`config.mk`:
```
export PLATFORM = sky130hd
export DESIGN_NAME = l2c_line_refill_responder
export DESIGN_NICKNAME = d
export VERILOG_FILES = /design/src/rtl/memory_pkg.sv /design/src/rtl/line_req_fifo.sv /design/src/rtl/l2c_line_refill_responder.sv
export SDC_FILE = /design/constraint.sdc
export NUM_CORES = 1
export LEC_CHECK = 0
export ABC_AREA = 1
export CAP_MARGIN = 20
export CORE_UTILIZATION = 37
export DETAILED_ROUTE_END_ITERATION = 12
export PLACE_DENSITY = 0.73
export SYNTH_ARGS = -nofsm -noshare
export SYNTH_HDL_FRONTEND = slang
export SYNTH_HIERARCHICAL = 1
export SYNTH_SLANG_ARGS = --single-unit
```
`constraint.sdc`:
```
create_clock -name clk_i -period 16.5 [get_ports clk_i]
set_clock_uncertainty 0.1 [all_clocks]
set_input_delay 1.65 -clock clk_i [delete_from_list [all_inputs] [get_ports clk_i]]
set_output_delay 1.65 -clock clk_i [all_outputs]
set_load 0.02 [all_outputs]
```
`src/rtl/memory_pkg.sv`:
```
// ============================================================================
// memory_pkg
// Shared types and defaults for the L2C line-refill path.
// Revision: 1.0
// ============================================================================
`default_nettype none

package memory_pkg;

  localparam int unsigned c_line_addr_w              = 58;
  localparam int unsigned c_beat_w                   = 64;
  localparam int unsigned c_req_depth_default        = 4;
  localparam int unsigned c_beats_per_line_default   = 8;

  typedef logic [c_line_addr_w-1:0]                             line_addr_t;
  typedef logic [c_beat_w*c_beats_per_line_default-1:0]         refill_line_t;

  typedef enum logic [1:0] {
    IDLE    = 2'd0,
    MEM_REQ = 2'd1,
    COLLECT = 2'd2,
    RESP    = 2'd3
  } refill_state_e;

endpackage

`default_nettype wire

```
`src/rtl/line_req_fifo.sv`:
```
// ============================================================================
// line_req_fifo
// Circular request FIFO with full/empty/count; flush clears and beats a push.
// Revision: 1.0
// ============================================================================
`default_nettype none

module line_req_fifo #(
  parameter int unsigned DEPTH = 4,
  parameter int unsigned WIDTH = 58
) (
  input  logic                         clk,
  input  logic                         rst,
  input  logic                         i_flush,
  input  logic                         i_push,
  input  logic [WIDTH-1:0]             i_data,
  input  logic                         i_pop,
  output logic [WIDTH-1:0]             o_data,
  output logic                         o_full,
  output logic                         o_empty,
  output logic [$clog2(DEPTH+1)-1:0]   o_count
);

  localparam int unsigned c_ptr_w = $clog2(DEPTH);
  localparam int unsigned c_cnt_w = $clog2(DEPTH+1);

  logic [WIDTH-1:0]   r_mem [DEPTH];
  logic [c_ptr_w-1:0] r_wr_ptr;
  logic [c_ptr_w-1:0] r_rd_ptr;
  logic [c_cnt_w-1:0] r_count;
  logic               w_do_push;
  logic               w_do_pop;

  assign o_full    = (r_count == c_cnt_w'(DEPTH));
  assign o_empty   = (r_count == '0);
  assign o_count   = r_count;
  assign o_data    = r_mem[r_rd_ptr];
  assign w_do_push = i_push && !o_full && !i_flush;
  assign w_do_pop  = i_pop && !o_empty && !i_flush;

  always_ff @(posedge clk) begin
    if (w_do_push) begin
      r_mem[r_wr_ptr] <= i_data;
    end
  end

  // Pointers wrap naturally because DEPTH is a power of two.
  always_ff @(posedge clk or posedge rst) begin
    if (rst) begin
      r_wr_ptr <= '0;
      r_rd_ptr <= '0;
      r_count  <= '0;
    end else if (i_flush) begin
      r_wr_ptr <= '0;
      r_rd_ptr <= '0;
      r_count  <= '0;
    end else begin
      if (w_do_push) r_wr_ptr <= r_wr_ptr + c_ptr_w'(1);
      if (w_do_pop)  r_rd_ptr <= r_rd_ptr + c_ptr_w'(1);
      case ({w_do_push, w_do_pop})
        2'b10:   r_count <= r_count + c_cnt_w'(1);
        2'b01:   r_count <= r_count - c_cnt_w'(1);
        default: r_count <= r_count;
      endcase
    end
  end

endmodule

`default_nettype wire

```
`src/rtl/l2c_line_refill_responder.sv`:
```
// ============================================================================
// l2c_line_refill_responder
// Queues L1 line-miss requests, reads each line as beats, returns whole lines.
// Revision: 1.0
// ============================================================================
`default_nettype none

module l2c_line_refill_responder
  import memory_pkg::*;
#(
  parameter int unsigned REQ_DEPTH      = c_req_depth_default,
  parameter int unsigned LINE_ADDR_W    = c_line_addr_w,
  parameter int unsigned BEAT_W         = c_beat_w,
  parameter int unsigned BEATS_PER_LINE = c_beats_per_line_default
) (
  input  logic                              clk_i,
  input  logic                              rst_i,
  input  logic                              flush_i,
  input  logic                              l1_req_valid_i,
  output logic                              l1_req_ready_o,
  input  logic [LINE_ADDR_W-1:0]            l1_req_line_addr_i,
  output logic                              mem_req_valid_o,
  input  logic                              mem_req_ready_i,
  output logic [LINE_ADDR_W-1:0]            mem_req_line_addr_o,
  input  logic                              mem_beat_valid_i,
  input  logic [BEAT_W-1:0]                 mem_beat_data_i,
  output logic                              l1_rsp_valid_o,
  input  logic                              l1_rsp_ready_i,
  output logic [LINE_ADDR_W-1:0]            l1_rsp_line_addr_o,
  output logic [BEAT_W*BEATS_PER_LINE-1:0]  l1_rsp_line_o,
  output logic [$clog2(REQ_DEPTH+1)-1:0]    pending_o
);

  localparam int unsigned c_line_w     = BEAT_W * BEATS_PER_LINE;
  localparam int unsigned c_beat_cnt_w = (BEATS_PER_LINE > 1) ? $clog2(BEATS_PER_LINE) : 1;
  localparam int unsigned c_cnt_w      = $clog2(REQ_DEPTH+1);

  refill_state_e             r_state;
  refill_state_e             w_state_next;
  logic                      w_fifo_full;
  logic                      w_fifo_empty;
  logic [c_cnt_w-1:0]        w_fifo_count;
  logic [LINE_ADDR_W-1:0]    w_fifo_head;
  logic                      w_push;
  logic                      w_start;
  logic                      w_last_beat;
  logic [LINE_ADDR_W-1:0]    r_cur_addr;
  logic [c_line_w-1:0]       r_line;
  logic [c_beat_cnt_w-1:0]   r_beat_cnt;

  // Ready depends only on queue occupancy, so it never sees l1_rsp_ready_i.
  assign l1_req_ready_o = !w_fifo_full && !rst_i;
  assign w_push         = l1_req_valid_i && l1_req_ready_o;
  assign w_last_beat    = (r_beat_cnt == c_beat_cnt_w'(BEATS_PER_LINE - 1));

  line_req_fifo #(
    .DEPTH (REQ_DEPTH),
    .WIDTH (LINE_ADDR_W)
  ) u_req_fifo (
    .clk     (clk_i),
    .rst     (rst_i),
    .i_flush (flush_i),
    .i_push  (w_push),
    .i_data  (l1_req_line_addr_i),
    .i_pop   (w_start),
    .o_data  (w_fifo_head),
    .o_full  (w_fifo_full),
    .o_empty (w_fifo_empty),
    .o_count (w_fifo_count)
  );

  always_ff @(posedge clk_i or posedge rst_i) begin
    if (rst_i) r_state <= IDLE;
    else       r_state <= w_state_next;
  end

  always_comb begin
    w_state_next    = r_state;
    w_start         = 1'b0;
    mem_req_valid_o = 1'b0;
    l1_rsp_valid_o  = 1'b0;
    unique case (r_state)
      IDLE: begin
        // A flushing cycle drops the head rather than issuing it.
        if (!w_fifo_empty && !flush_i) begin
          w_start      = 1'b1;
          w_state_next = MEM_REQ;
        end
      end
      MEM_REQ: begin
        mem_req_valid_o = 1'b1;
        if (mem_req_ready_i) w_state_next = COLLECT;
      end
      COLLECT: begin
        if (mem_beat_valid_i && w_last_beat) w_state_next = RESP;
      end
      RESP: begin
        l1_rsp_valid_o = 1'b1;
        if (l1_rsp_ready_i) w_state_next = IDLE;
      end
      default: w_state_next = IDLE;
    endcase
  end

  always_ff @(posedge clk_i or posedge rst_i) begin
    if (rst_i) begin
      r_cur_addr <= '0;
      r_line     <= '0;
      r_beat_cnt <= '0;
    end else begin
      if (w_start) r_cur_addr <= w_fifo_head;
      if (r_state == MEM_REQ && mem_req_ready_i) r_beat_cnt <= '0;
      if (r_state == COLLECT && mem_beat_valid_i) begin
        r_line[32'(r_beat_cnt) * BEAT_W +: BEAT_W] <= mem_beat_data_i;
        r_beat_cnt <= r_beat_cnt + c_beat_cnt_w'(1);
      end
    end
  end

  assign mem_req_line_addr_o = r_cur_addr;
  assign l1_rsp_line_addr_o  = r_cur_addr;
  assign l1_rsp_line_o       = r_line;
  assign pending_o           = w_fifo_count + c_cnt_w'(r_state != IDLE);

endmodule

`default_nettype wire

```
**After elaboration in Yosys (flattened, before gate mapping)**

Memories as Yosys holds them, arrays and structs flattened. A register that Yosys moved wholly into a read port is not among the register bits.
Index checks and enable logic that the tools add are counted.

- Bits in registers: 524
- Bits in latches: 0
- Memory bits (writable): 232
- Memory bits (read-only): 0
- Input bits: 129
- Output and inout port bits: 634
- Word-level logic and storage cells: 69
- Memories: 1

- $add $sub $neg: 7
- Multipliers: 0
- Div/mod/pow operators: 0
- Magnitude comparators: 0
- Equality and inequality tests: 11
- Shift operators: 2
- Multiplexer cells: 20
- Bitwise logic cells: 0
- Reductions and logical operators: 22

Memory list:

| name | depth | width | read ports | clocked after memory_dff | wr ports | line | text |
|---|---|---|---|---|---|---|---|
| u_req_fifo.r_mem | 4 | 58 | 1 | 1 | 1 | line_req_fifo.sv:27 | `logic [WIDTH-1:0] r_mem [DEPTH];` |

Operators by type and width:

| kind | number |
|---|---|
| bitwise mux 512 bit | 1 |
| variable shift 64 x 34 -> 512 bit (first input constant) | 1 |
| variable part select 64 x 34 -> 512 bit | 1 |
| negator 9 -> 34 bit | 1 |
| two-way mux 2 bit | 8 |
| logical AND 1 bit | 10 |
| two-way mux 3 bit | 3 |
| inequality test 2 bit (second input constant) | 4 |
| case mux 2 bit (4 select lines) | 1 |
| nonzero test 2 bit | 4 |
| adder 3 x 1 -> 3 bit (second input constant) | 2 |
| equality test 2 bit (second input constant) | 3 |
| equality test 3 bit (second input constant) | 2 |
| two-way mux 1 bit | 6 |
| case mux 3 bit (2 select lines) | 1 |
| adder 2 x 1 -> 2 bit (second input constant) | 2 |
| equality test 2 x 1 -> 1 bit (second input constant) | 2 |
| logical NOT 1 bit | 4 |
| AND reduction 4 bit | 1 |
| adder 3 x 1 -> 3 bit | 1 |
| logical NOT 3 bit | 1 |
| nonzero test 3 bit | 1 |
| subtractor 3 x 1 -> 3 bit (second input constant) | 1 |
| logical NOT 2 bit | 1 |

**Longest topological paths before layout**

- Depth in word-level cells: 10
- Gate-level depth with buffers: 18
- Depth with buffers taken out: 17

**Cells and area by module**

The synthesis kept the hierarchy.

By module, submodules not included:

| module | times used | cells each | area an instance (µm²) | seq. area each (µm²) |
|---|---|---|---|---|
| l2c_line_refill_responder | 1 | 2750 | 23966.7 | 14388.8 |
| line_req_fifo | 1 | 627 | 9044.9 | 7141.8 |

**Worst setup path before layout**

No wires, ideal clock.

- Path type: input-to-reg
- Start: input port l1_req_valid_i
- End: memory u_req_fifo.r_mem[0][0] (enable)
- Library setup time: 0.474 ns
- Arrival: 4.724 ns
- Required time: 15.926 ns
- Path slack: 11.201 ns
- Stages: 3
- Buffers on the path: 0
- Path through: nor3b_1 -> nand3_2 -> nor2_1

- Word-level cells in the longest chain between the ends: 5

RTL lines:

| what | line | text |
|---|---|---|
| from (decl) | l2c_line_refill_responder.sv:19 | `input logic l1_req_valid_i,` |
| logical AND 1 bit | l2c_line_refill_responder.sv:53 | `assign w_push = l1_req_valid_i && l1_req_ready_o;` |
| logical AND 1 bit (2 in a row) | line_req_fifo.sv:38 | `assign w_do_push = i_push && !o_full && !i_flush;` |
| two-way mux 1 bit | line_req_fifo.sv:42 | `if (w_do_push) begin` |
| two-way mux 1 bit (implied by the code) | line_req_fifo.sv:43 | `r_mem[r_wr_ptr] <= i_data;` |
| to (decl) | line_req_fifo.sv:27 |  |

Every way passes these cells.

**Worst setup path after layout**

- Start: input port rst_i
- End: output port l1_req_ready_o

- Word-level cells in the longest chain between the ends: 2

RTL lines:

| what | line | text |
|---|---|---|
| from (decl) | l2c_line_refill_responder.sv:17 | `input logic rst_i,` |
| logical NOT 1 bit (no source line) | - |  |
| logical AND 1 bit | l2c_line_refill_responder.sv:52 | `assign l1_req_ready_o = !w_fifo_full && !rst_i;` |
| to (decl) | l2c_line_refill_responder.sv:20 | `output logic l1_req_ready_o,` |

Every way passes these cells.

==> flow_summary.html <==
<table>
<tr><th>Metric</th><th>Value</th></tr>
<tr><th colspan="2">Outcome</th></tr>
<tr><td>Outcome</td><td>complete, no violations</td></tr>
<tr><th colspan="2">Pwr</th></tr>
<tr><td>Power Density</td><td>~170 mW/mm^2</td></tr>
<tr><td>Leakage power</td><td>18.8 nW</td></tr>
<tr><td>Maximum ir drop on the vdd rail</td><td>0.000136 V</td></tr>
<tr><th colspan="2">Die</th></tr>
<tr><td>Initial cell density of the core</td><td>37.4%</td></tr>
<tr><td>Die Outline Area</td><td>0.0904 mm^2</td></tr>
<tr><td>Count of pins on the block boundary</td><td>763</td></tr>
<tr><td>FP Rows</td><td>109</td></tr>
<tr><td>Core Box Area</td><td>0.0884 mm^2</td></tr>
<tr><td>Die width</td><td>301 um</td></tr>
<tr><td>Die height</td><td>301 um</td></tr>
<tr><th colspan="2">Clock tree</th></tr>
<tr><td>Number of gates given a new drive strength after cts</td><td>0</td></tr>
<tr><td>Total number of H-tree levels</td><td>3</td></tr>
<tr><td>CTS hold repair buffers</td><td>0</td></tr>
<tr><td>Cell at the root of the clock tree</td><td>clkbuf_16</td></tr>
<tr><td>TritonCTS clock tree</td><td>built</td></tr>
<tr><td>Number of setup buffers added after CTS</td><td>0</td></tr>
<tr><td>Num CTS Buffers</td><td>87</td></tr>
<tr><td>CTS clock-pin slew for the worst setup and hold paths</td><td>60 ps</td></tr>
<tr><td>Clock sink total</td><td>about 810</td></tr>
<tr><td>Clock Path Buffers</td><td>3</td></tr>
<tr><td>Clock latency reported for the late side of the worst-skew pair</td><td>650 ps</td></tr>
<tr><th colspan="2">Place</th></tr>
<tr><td>RePlAce Congestion</td><td>0.859</td></tr>
<tr><td>Worst slack at placement</td><td>11030 ps</td></tr>
<tr><td>Post-DP HPWL</td><td>77.2 mm</td></tr>
<tr><td>Port Buffer Count</td><td>approximately 760</td></tr>
<tr><th colspan="2">STA</th></tr>
<tr><td>Setup TNS after final layout</td><td>0 ps</td></tr>
<tr><td>Rel. slew slack</td><td>21.0%</td></tr>
<tr><td>Max Clock Freq</td><td>0.216 GHz</td></tr>
<tr><td>Least setup slack across all paths after layout</td><td>11860 ps</td></tr>
<tr><td>Slew @ Worst Pin</td><td>1180 ps</td></tr>
<tr><td>Minimum period implied by the final worst setup slack</td><td>4640 ps</td></tr>
<tr><td>Count of endpoints failing hold in the final timing report</td><td>0</td></tr>
<tr><td>RSZ-0062 raised after global routing</td><td>no</td></tr>
<tr><td>Portion of the clock cycle consumed by the worst path in the final layout</td><td>between 20 and 30%</td></tr>
<tr><td>Max-slew violations</td><td>0</td></tr>
<tr><td>Number of setup violations in the final report</td><td>0</td></tr>
<tr><th colspan="2">Drt</th></tr>
<tr><td>Drt initial violations</td><td>2659</td></tr>
<tr><td>Vias</td><td>27400</td></tr>
<tr><td>M1 WL</td><td>47.7 mm</td></tr>
<tr><td>DR WL met2</td><td>53.9 mm</td></tr>
<tr><td>Per-cell via count in the routed design</td><td>roughly 5.3</td></tr>
<tr><td>Post-route ant nets</td><td>0</td></tr>
<tr><td>Topmost layer with routed signal wires</td><td>met5</td></tr>
<tr><td>Post-Route WL</td><td>about 120 mm</td></tr>
<tr><td>Avg WL per Cell</td><td>22.6 um</td></tr>
<tr><td>DR WL met3</td><td>10.9 mm</td></tr>
<tr><td>Residual DRC</td><td>0</td></tr>
<tr><td>Pre-Repair DR Iteration Count</td><td>7</td></tr>
<tr><th colspan="2">Critical path</th></tr>
<tr><td>Start of the worst register-to-register path</td><td>r_beat_cnt[0]$_DFFE_PP0P_</td></tr>
<tr><td>Crit. End Element</td><td>output pin</td></tr>
<tr><td>Beginning of the critical path</td><td>rst_i</td></tr>
<tr><td>Crit start category</td><td>input pin</td></tr>
<tr><td>Worst Path Required</td><td>14750 ps</td></tr>
<tr><td>Crit path max fanout</td><td>4</td></tr>
<tr><td>Crit path kind</td><td>in2out</td></tr>
<tr><td>Arrival time at the worst endpoint</td><td>2890 ps</td></tr>
<tr><th colspan="2">Synthesis</th></tr>
<tr><td>Post-synth ARST share</td><td>between 70% and 80%</td></tr>
<tr><td>Leading cell types by total area after synthesis</td><td>dfrtp_1 (44%), edfxtp_1 (21%), nand2_1 (12%)</td></tr>
<tr><td>Distinct cell type count after synthesis</td><td>33</td></tr>
<tr><td>Most instantiated library cell after synthesis</td><td>nand2_1</td></tr>
<tr><td>Leading post-synthesis cells by instance count</td><td>nand2_1 (1090), dfrtp_1 (582), nand3_1 (333), nor2_1 (258), o21ai_0 (241)</td></tr>
<tr><td>Synthesis-stage register bit count</td><td>between 800 and 900</td></tr>
<tr><td>Netlist Area Pre-Place</td><td>0.0330 mm^2</td></tr>
<tr><td>Number of enable flip-flop cells after synthesis</td><td>232</td></tr>
<tr><td>Count of mapped cells out of synthesis</td><td>about 3400</td></tr>
<tr><td>Post-synthesis sequential area ratio</td><td>65.2%</td></tr>
<tr><td>Syn Area/Cell</td><td>9.78 um^2</td></tr>
<tr><td>Proportion of netlist area held by the largest area contributor</td><td>44.1%</td></tr>
<tr><td>Post-synth top area cell</td><td>dfrtp_1</td></tr>
<tr><td>Most frequently used flop master after synthesis</td><td>dfrtp_1</td></tr>
<tr><td>Number of warnings reported in the yosys synthesis log</td><td>6</td></tr>
<tr><td>Post-Synthesis Net Count</td><td>3525</td></tr>
<tr><th colspan="2">Cells and area</th></tr>
<tr><td>Final-stage net count</td><td>4117</td></tr>
<tr><td>Fraction of final layout cells sized beyond drive strength 1</td><td>5.99%</td></tr>
<tr><td>Relative area change from synthesis to final layout</td><td>33.9%</td></tr>
<tr><th colspan="2">Global route</th></tr>
<tr><td>Global-route wire length before repair</td><td>172 mm</td></tr>
<tr><td>Number of antenna violations at the first check in global routing</td><td>6</td></tr>
<tr><td>Total routing usage reported by global routing</td><td>approximately a quarter</td></tr>
<tr><td>Grt ovf</td><td>0</td></tr>
<tr><td>Vias in the first global route</td><td>25900</td></tr>
<tr><td>Maximum number of pins on one net before global-route repair</td><td>109</td></tr>
<tr><th colspan="2">Hold path</th></tr>
<tr><td>Worst hold path type</td><td>reg2reg</td></tr>
<tr><td>Hold_sp</td><td>l1_rsp_line_o[10]$_DFFE_PP0P_</td></tr>
<tr><th colspan="2">Job</th></tr>
<tr><td>Max-cap violations</td><td>0</td></tr>
</table>
[stage by stage]
step,cells,hold WS (ps),power [mW],area (um^2),utilization [%]
6_report,5210,367,7.33,44200,50.0
2_1_floorplan,3377,391,4.06,33000,-
3_5_place_dp,5042,357,5.28,41000,46.4
5_1_grt,5209,386,7.64,44200,50.0
4_1_cts,5204,372,7.38,44100,49.9
3_3_place_gp,5042,352,5.25,41000,46.4
[metal layers]
metal / vias up / global-route usage [%]
met4: 2 / 12.1
met3: 233 / 5.80
met1: 13400 / 33.6
met5: - / 0
li1: 12400 / -
met2: 1393 / 39.6
[state kept, by name (all words and copies together), names as in the netlist]
signal	count
u_req_fifo/o_count	3
l1_rsp_line_addr_o	58
u_req_fifo/r_rd_ptr	2
r_state	2
l1_rsp_line_o	512
u_req_fifo/r_mem	232
u_req_fifo/r_wr_ptr	2
r_beat_cnt	3
[cell type report]
class	count	area, um^2
clock buffer	117	2500
clock inverter	45	597
fill	8000	44200
inverter	36	145
tap	1165	1460
antenna	3	7.51
multi-input combinational	2231	9990
timing repair buffer	799	7960
sequential	814	21500
[where the power goes]
| part | internal, mW | switching (mW) |
|---|---|---|
| Combinational | 0.879 | 1.76 |
| Sequential | 2.37 | 0.249 |
| Clock | 1.22 | 0.856 |
| Total | 4.47 | 2.86 |
[worst max-delay path: stages]
cell	delay, ps
clkdlybuf4s50_1	500
nor2_1	130
clkdlybuf4s50_1	610
[cells by family after synthesis]
family          synth area share (%)
fa+ha+maj                      0.743
compound gates                  7.55
xor+xnor                      0.0531
flops                           65.2
buf+inv                         5.06
simple gates                    21.4
[final timing paths]
check	to	slack, ps	cells after the start
setup / recovery	l1_req_ready_o	11860	3
hold / removal	l1_rsp_line_o[10]$_DFFE_PP0P_	370	2
setup reg to reg	l1_rsp_line_o[24]$_DFFE_PP0P_	11870	9
hold reg to reg	l1_rsp_line_o[10]$_DFFE_PP0P_	370	2
max in group asynchronous	l1_rsp_line_o[289]$_DFFE_PP0P_	11960	5
min in group asynchronous	u_req_fifo/o_count[0]$_DFFE_PP0P_	1290	2
[cells in the final DEF, fill, tap and decap left out, types with 2 or more instances in the layout]
cell	count
nand2_1	1085
clkdlybuf4s50_1	762
dfrtp_1	579
nand3_1	329
nor2_1	251
o21ai_0	241
edfxtp_1	232
o21ai_1	177
clkbuf_16	89
o22ai_1	59
buf_4	34
inv_1	26
nand4_1	21
clkinv_2	18
clkbuf_8	17
ha_1	16
nor2_4	11
clkbuf_1	11
bufinv_16	9
nand2_2	7
nand2_4	7
or2_2	7
inv_2	6
nand3_4	4
clkinvlp_4	4
clkinv_16	4
inv_6	4
clkinv_1	4
diode_2	3
nor2_2	3
inv_4	2
ha_4	2
clkinv_4	2
buf_16	2
dfrtp_4	2
a21oi_1	2
No activity file was read; power rests on OpenSTA's default activity.
